==> src/rtl/rr_decode_arbiter.sv <==
// rr_decode_arbiter: round-robin arbiter for N requesters sharing one
// decoder-selected resource. The winner is kept as a registered binary index.
// The one-hot grant is the decode of that index, so the two always agree.
//
// Optional feature: define RR_DECODE_ARBITER_TIMEOUT_EN to add a hold counter.
// It revokes a grant after MAX_HOLD cycles and pulses `timeout` for one cycle.
// Without the macro a grant lasts until release and `timeout` is tied to 0.
//
// Ports:
//   clk        rising-edge clock
//   rst        asynchronous, active-high reset
//   req        [N]     level request per requester
//   gnt        [N]     one-hot grant (registered), zero when idle
//   gnt_idx    [IDX_W] binary index of current/last winner (registered)
//   gnt_valid          high whenever gnt is non-zero (registered)
//   timeout            one-cycle pulse after a timeout revoke (registered)
module rr_decode_arbiter #(
    parameter int unsigned N        = 4,
    parameter int unsigned IDX_W    = $clog2(N),
    parameter int unsigned MAX_HOLD = 8
) (
    input  logic             clk,
    input  logic             rst,
    input  logic [N-1:0]     req,
    output logic [N-1:0]     gnt,
    output logic [IDX_W-1:0] gnt_idx,
    output logic             gnt_valid,
    output logic             timeout
);

    typedef enum logic {
        IDLE  = 1'b0,
        GRANT = 1'b1
    } state_t;

    // Elaboration-time parameter sanity checks
    if (N < 2 || (N & (N - 1)) != 0 || IDX_W != $clog2(N)) begin : g_bad_n
        $error("rr_decode_arbiter: N must be a power of two >= 2 with IDX_W = clog2(N)");
    end
    if (MAX_HOLD < 2) begin : g_bad_hold
        $error("rr_decode_arbiter: MAX_HOLD must be >= 2");
    end

    state_t           state, state_n;
    logic [IDX_W-1:0] ptr, ptr_n;
    logic [IDX_W-1:0] gnt_idx_n;
    logic [N-1:0]     gnt_n;
    logic             gnt_valid_n;
    logic [IDX_W-1:0] win;

`ifdef RR_DECODE_ARBITER_TIMEOUT_EN
    localparam int unsigned HOLD_W = $clog2(MAX_HOLD);
    localparam logic [HOLD_W-1:0] HOLD_LAST = HOLD_W'(MAX_HOLD - 1);

    logic [HOLD_W-1:0] hold, hold_n;
    logic              timeout_n;
`endif

    // Winner: first set request searching upward from ptr+1, wrapping mod N
    always_comb begin
        logic             found;
        logic [IDX_W-1:0] cand;
        win   = ptr;
        found = 1'b0;
        for (int unsigned i = 1; i <= N; i++) begin
            cand = ptr + IDX_W'(i);
            if (!found && req[cand]) begin
                win   = cand;
                found = 1'b1;
            end
        end
    end

    // Next-state and registered-output values
    always_comb begin
        state_n   = state;
        ptr_n     = ptr;
        gnt_idx_n = gnt_idx;
`ifdef RR_DECODE_ARBITER_TIMEOUT_EN
        hold_n    = hold;
        timeout_n = 1'b0;
`endif
        case (state)
            IDLE: begin
                if (|req) begin
                    state_n   = GRANT;
                    gnt_idx_n = win;
`ifdef RR_DECODE_ARBITER_TIMEOUT_EN
                    hold_n    = '0;
`endif
                end
            end
            GRANT: begin
                // Release wins over a timeout on the same edge
                if (!req[gnt_idx]) begin
                    state_n = IDLE;
                    ptr_n   = gnt_idx;
                end
`ifdef RR_DECODE_ARBITER_TIMEOUT_EN
                else if (hold == HOLD_LAST) begin
                    state_n   = IDLE;
                    ptr_n     = gnt_idx;
                    timeout_n = 1'b1;
                end else begin
                    hold_n = hold + HOLD_W'(1);
                end
`endif
            end
            default: state_n = IDLE;
        endcase

        // Select lines are the decode of the next index
        gnt_valid_n = (state_n == GRANT);
        gnt_n       = gnt_valid_n ? (N'(1) << gnt_idx_n) : '0;
    end

    // State and output registers
    always_ff @(posedge clk or posedge rst) begin
        if (rst) begin
            state     <= IDLE;
            ptr       <= IDX_W'(N - 1);
            gnt_idx   <= '0;
            gnt       <= '0;
            gnt_valid <= 1'b0;
        end else begin
            state     <= state_n;
            ptr       <= ptr_n;
            gnt_idx   <= gnt_idx_n;
            gnt       <= gnt_n;
            gnt_valid <= gnt_valid_n;
        end
    end

`ifdef RR_DECODE_ARBITER_TIMEOUT_EN
    // Hold counter and timeout pulse
    always_ff @(posedge clk or posedge rst) begin
        if (rst) begin
            hold    <= '0;
            timeout <= 1'b0;
        end else begin
            hold    <= hold_n;
            timeout <= timeout_n;
        end
    end
`else
    assign timeout = 1'b0;
`endif

endmodule

==> config.mk <==
export PLATFORM = sky130hd
export DESIGN_NAME = rr_decode_arbiter
export DESIGN_NICKNAME = d
export VERILOG_FILES = /design/src/rtl/rr_decode_arbiter.sv
export SDC_FILE = /design/constraint.sdc
export NUM_CORES = 1
export LEC_CHECK = 0
export BUFFER_PORTS_ARGS = -buffer_cell sky130_fd_sc_hd__buf_2
export CAP_MARGIN = 30
export CORE_MARGIN = 4
export CORE_UTILIZATION = 30
export DETAILED_ROUTE_END_ITERATION = 12
export HOLD_SLACK_MARGIN = 0.05
export SYNTH_ARGS = -nofsm -noshare
export SYNTH_HDL_FRONTEND = slang
export SYNTH_SLANG_ARGS = --single-unit
==> constraint.sdc <==
create_clock -name clk -period 1.31 [get_ports clk]
set_input_delay 0 -clock clk [delete_from_list [all_inputs] [get_ports clk]]
set_output_delay 0 -clock clk [all_outputs]
set_load 0.05 [all_outputs]
==> results of run 1 <==
worst reg2reg max path, cell delays in order, from the launching register on:
cell and delay, ps:
dfstp_2 580, nor2b_2 60, buf_4 130, a22oi_2 170
a31oi_4 140, nand2b_4 180, nor2b_4 100
layout make-up:
class	instances	area, um2
fill	149	749
multi-input combinational	37	317
sequential	9	231
timing repair buffer	27	186
clock buffer	4	26.3
tap	16	20.0
inverter	3	11.3
cells in the mapped netlist:
library cell	instances
dfrtp_1	7
mux2_4	1
a22oi_1	3
or2_2	1
nor2b_4	1
a31oi_2	1
nand2b_1	6
conb_1	1
inv_1	3
nand2_1	2
and2_4	1
o21ai_0	2
mux2_2	1
nor2_1	5
a21o_2	1
a21oi_1	5
or4_4	1
dfstp_2	2
buf_4	1
a22o_1	1
mux2i_1	2
nor2b_1	2
kinds of logic (layout without fill, tap and decap cells):
| logic type | count (synthesis) | after routing | share of synthesized area (%) |
|---|---|---|---|
| other | 1 | 1 | 0.749 |
| buffers and inverters | 4 | 34 | 3.75 |
| and+or+nand+nor | 19 | 19 | 23.3 |
| muxes | 4 | 4 | 9.25 |
| AOI/OAI and AO/OA | 13 | 13 | 17.5 |
| DFF | 9 | 9 | 45.5 |
registers in the layout (all words and copies together) (netlist names):
name,count
ptr,2
gnt,4
state,1
gnt_idx,2
through the flow:
step / utilization [%] / setup TNS (ps)
after floorplan: - / -441
after global placement: 44.5 / -324
after detailed placement: 44.5 / -401
after CTS: 51.4 / -388
after global routing: 51.4 / -854
final: 51.4 / -399
repair_timing:
action                     4_1_cts  5_1_grt
setup endpoints to repair        6        9
resized for setup               14        0
hold endpoints to repair         9        0
hold buffers                     1        0
setup buffers                    2        0
pin swaps                        7        3
power breakdown:
group	internal, uW	leakage (uW)	switching (uW)	total, uW
registers	440	0.000105	101	541
logic	711	0.000271	847	1560
clock network	117	0.0000150	83.6	200
total	1270	0.000391	1030	2300
metal layers:
metal	share of wire [%]	vias up	routed length [um]	global-route usage [%]
li1	-	228	-	-
met1	44	213	545	13.1
met2	49	12	603	18.3
met3	6.1	2	75	2.75
met4	1.1	0	13	5.38
met5	0	-	0	0
worst max-delay path by stage:
stage / startpoint / end / slack, ps / cells after the start
floorplan: gnt_idx[0]$_DFF_PP0_ / gnt[0]$_DFF_PP0_ / -110 / 5
global placement: req[2] / gnt[3]$_DFF_PP0_ / -110 / 5
detailed placement: ptr[1]$_DFFE_PP1P_ / gnt[0]$_DFF_PP0_ / -130 / 5
CTS: ptr[0]$_DFFE_PP1P_ / gnt[3]$_DFF_PP0_ / -100 / 5
global route: ptr[1]$_DFFE_PP1P_ / gnt[0]$_DFF_PP0_ / -170 / 5
finish: ptr[0]$_DFFE_PP1P_ / gnt[2]$_DFF_PP0_ / -110 / 6
==> impl_metrics.csv, run 1 <==
group,metric,value,unit
pwr,p_leak,0.000391,uW
synthesis,synthesis.nets,56,
clocking,cts_sinks,9,
synthesis,synth.distinct_cells,22,
final_layout,finish.instance_area,792,um2
setup_path,cp_data_required_time,1500,ps
clocking,cts.htree.levels,1,
synthesis,syn-cell-area,500,um2
routing,routed_via_density,4.74,
final_layout,final_cell_mix,"12 x buf_2, 11 x buf_4, 5 x nor2_1, 5 x nand2b_1, 4 x dfrtp_1",
sta,fin_skew,0.548,ps
pwr,power_density,2900,nW/um2
placement,place.gp.congestion,0.735,
placement,preCtsSetupSlack,-133,ps
final_layout,layout_commonest_cell,"buf_2",
setup_path,slowest_delay,580,ps
synthesis,ys_warn_count,0,
placement,hpwl,894,um
final_layout,fin_cells,96,
setup_path,reg2reg_slack,-110,ps
status,status,"finished with violations",
floorplanning,dieHeight,48.8,um
pwr,ir_worst_vdd,1.33,mV
floorplanning,num_rows,14,
placement,dpl.cell_count,89,
routing,wire_per_inst,12.9,um
sta,slew_violations,0,
flow_run,maxCapViolCount,0,
synthesis,synthTopCellsByArea,"dfrtp_1 35%, dfstp_2 11%, nand2b_1 7.5%",
floorplanning,die_w,48.8,um
setup_path,slowest_stage,"dfstp_2",
setup_path,cp.arrival,1610,ps
status,violations,"negative setup slack",
routing,vias,455,
placement,dpl_cell_area,686,um2
setup_path,critPathKind,"reg -> reg",
clocking,clkTransAtPathRegs,60,ps
routing,first_iter_violations,1,
final_layout,diodes,0,
setup_path,path_buf_inv,1,
global_route,grt_antenna_before_repair,0,
synthesis,ys_seq_area_share,45.5,%
setup_path,r2r-start,"ptr[0]$_DFFE_PP1P_",
setup_path,path_delay_family,"flip-flops",
final_layout,drive_gt1_share,62.5,%
clocking,cts_tree,"built",
sta,rsz0062_at_grt,"yes",
clocking,worstSkewPairLatency,250,ps
setup_path,critPathMaxFanout,6,
setup_path,r2r_end,"gnt[2]$_DFF_PP0_",
floorplanning,dieArea,2390,um2
global_route,grtUsageTotal,11.0,%
setup_path,critPathCaptureType,"flop",
pwr,finalPower,2300,uW
setup_path,startpoint_type,"flop",
floorplanning,initial_core_util,32.5,%
min_path,hp-class,"in -> reg",
setup_path,crit_chain,"nor2b_2 > buf_4 > a22oi_2 > a31oi_4 > nand2b_4 > nor2b_4",
clocking,clockBufferDepth,2,
synthesis,synth_top_area_cell,"dfrtp_1",
routing,ant_nets,0,
floorplanning,core-area,1540,um2
floorplanning,io_pins,14,
synthesis,syn_inst,50,
sta,holdWs,226,ps
placement,port_buffers,12,
final_layout,nNetsFinal,87,
synthesis,ys_ff_latch,9,
sta,fin_crit,1420,ps
sta,hold_viol,0,
clocking,root_buffer,"clkbuf_4",
min_path,whs_path_depth,5,
synthesis,synth_top_cell_area_share,35.0,%
sta,clock.fmax,702,MHz
min_path,holdPathEnd,"ptr[0]$_DFFE_PP1P_",
clocking,numCtsBuffers,3,
setup_path,rr_worst_depth,6,
sta,finalSetupViolCount,6,
global_route,grt_max_degree,10,
sta,setup_slack,-115,ps
min_path,hp-start,"req[1]",
sta,fin_crit_sh,109,%
routing,drc_errors,0,
global_route,grt_pass1_wl,2.07,mm
synthesis,avgSynthCellArea,10.0,um2
global_route,gr-total-overflow,0,
final_layout,syn_to_final_growth,58.3,%
routing,drt_first_pass_iters,4,
routing,drt-total-wl,1.24,mm
global_route,grt_pass1_vias,472,
(Power assumes the default switching activity.)
==> run 2: changes to the inputs <==
- ABC_CLOCK_PERIOD_IN_PS: not set -> 1310
- CORE_MARGIN: 4 -> not set
==> impl_metrics.csv, run 2 (synthesized netlist as in run 1, its figures left out) <==
group,metric,value,unit
sta,fin_crit,1410,ps
final_layout,top_register,"gnt",
placement,place.gp.congestion,0.790,
sta,rsz0062_at_grt,"yes",
final_layout,largestRegisters,"gnt: 4 flops, gnt_idx: 2 flops, ptr: 2 flops",
sta,hold_viol,0,
final_layout,final_cell_mix,"12 x buf_2, 11 x buf_4, 4 x nor2_1, 4 x nand2b_1, 4 x dfrtp_1",
final_layout,drive_gt1_share,64.6,%
routing,vias,448,
min_path,hp-class,"in -> async",
global_route,grt_pass1_wl,1.81,mm
status,violations,"negative setup slack",
clocking,cts.htree.levels,1,
floorplanning,io_pins,14,
global_route,grt_max_degree,10,
sta,clock.fmax,708,MHz
routing,drt_first_pass_iters,3,
routing,routed_via_density,4.72,
routing,drt-total-wl,1.03,mm
placement,dpl.cell_count,89,
sta,setup_slack,-102,ps
clocking,clkTransAtPathRegs,60,ps
clocking,clockBufferDepth,2,
floorplanning,core-area,1520,um2
clocking,cts_sinks,9,
routing,first_iter_violations,12,
routing,wire_per_inst,10.8,um
setup_path,startpoint_type,"flop",
clocking,numCtsBuffers,3,
clocking,root_buffer,"clkbuf_4",
sta,fin_crit_sh,108,%
sta,slew_violations,0,
placement,hpwl,768,um
setup_path,critPathMaxFanout,3,
global_route,gr-total-overflow,0,
setup_path,critPathKind,"reg -> reg",
floorplanning,die_w,42.8,um
floorplanning,num_rows,14,
final_layout,finalCoreUtilization,51.9,%
final_layout,nNetsFinal,86,
setup_path,reg2reg_slack,-100,ps
setup_path,critPathCaptureType,"flop",
final_layout,largest_reg_flops,4,
sta,fin_skew,5.52,ps
final_layout,layout_commonest_cell,"buf_2",
setup_path,cp_data_required_time,1460,ps
global_route,grt_antenna_before_repair,0,
floorplanning,initial_core_util,32.8,%
clocking,cts_tree,"built",
global_route,grt_pass1_vias,428,
sta,finalSetupViolCount,5,
setup_path,cp.arrival,1560,ps
final_layout,fin_cells,95,
final_layout,syn_to_final_growth,58.0,%
routing,ant_nets,0,
pwr,power_density,2850,nW/um2
status,status,"finished with violations",
floorplanning,dieHeight,42.8,um
routing,drc_errors,0,
placement,port_buffers,12,
floorplanning,dieArea,1840,um2
global_route,grtUsageTotal,13.0,%
clocking,worstSkewPairLatency,250,ps
flow_run,maxCapViolCount,0,
final_layout,diodes,0,
pwr,p_leak,0.000391,uW
pwr,ir_worst_vdd,1.44,mV
-- run 2: area by class of cell --
type,instances,area (um2)
timing repair buffer,26,175
sequential,9,231
tap,16,20.0
fill,143,733
clock buffer,4,26.3
multi-input combinational,37,327
inverter,3,11.3
-- run 2: critical path, cell delays in order (launching register included) --
cell and delay, ps:
dfstp_2 550, mux2i_1 210, a22oi_2 120, a31oi_4 210, nand2b_4 180, nor2b_4 40
-- run 2: per-stage QoR --
stage	worst slack (ps)	setup TNS [ps]	power [uW]	instance area [um2]	hold slack, ps
2_1_floorplan	-107	-441	1400	523	-174
3_3_place_gp	-128	-417	1820	686	-30.3
3_5_place_dp	-136	-426	1820	686	-31.0
4_1_cts	-98.9	-306	2170	763	243
5_1_grt	-157	-782	2400	791	286
6_report	-102	-339	2260	791	234
-- run 2: worst paths after layout --
kind | startpoint | end | depth (start not counted)
worst max-delay path | ptr[1]$_DFFE_PP1P_ | gnt[2]$_DFF_PP0_ | 5
worst min-delay path | rst | gnt[3]$_DFF_PP0_ | 3
max in group asynchronous | rst | ptr[0]$_DFFE_PP1P_ | 3
worst max register to register | ptr[1]$_DFFE_PP1P_ | gnt[2]$_DFF_PP0_ | 5
min in group clk | req[0] | ptr[0]$_DFFE_PP1P_ | 6
worst min register to register | gnt_idx[0]$_DFF_PP0_ | ptr[0]$_DFFE_PP1P_ | 2
-- run 2: report_power, final --
group,internal [uW],switching (uW)
clock network,117,89.3
logic,696,818
registers,440,97.5
-- run 2: per-layer routing --
metal / vias up / global-route usage [%] / wire length (um)
met5: - / 0 / 0
li1: 227 / - / -
met2: 6 / 20.6 / 509
met1: 215 / 17.2 / 490
met4: 0 / 1.88 / 0
met3: 0 / 5.11 / 31
-- run 2: timing repair --
action / 4_1_cts / 5_1_grt
resized for setup: 7 / 7
pin swaps: 5 / 7
setup endpoints to repair: 5 / 9
buffers inserted: 1 / 0
hold buffers: 1 / 0
endpoints found under the hold margin: 9 / 0
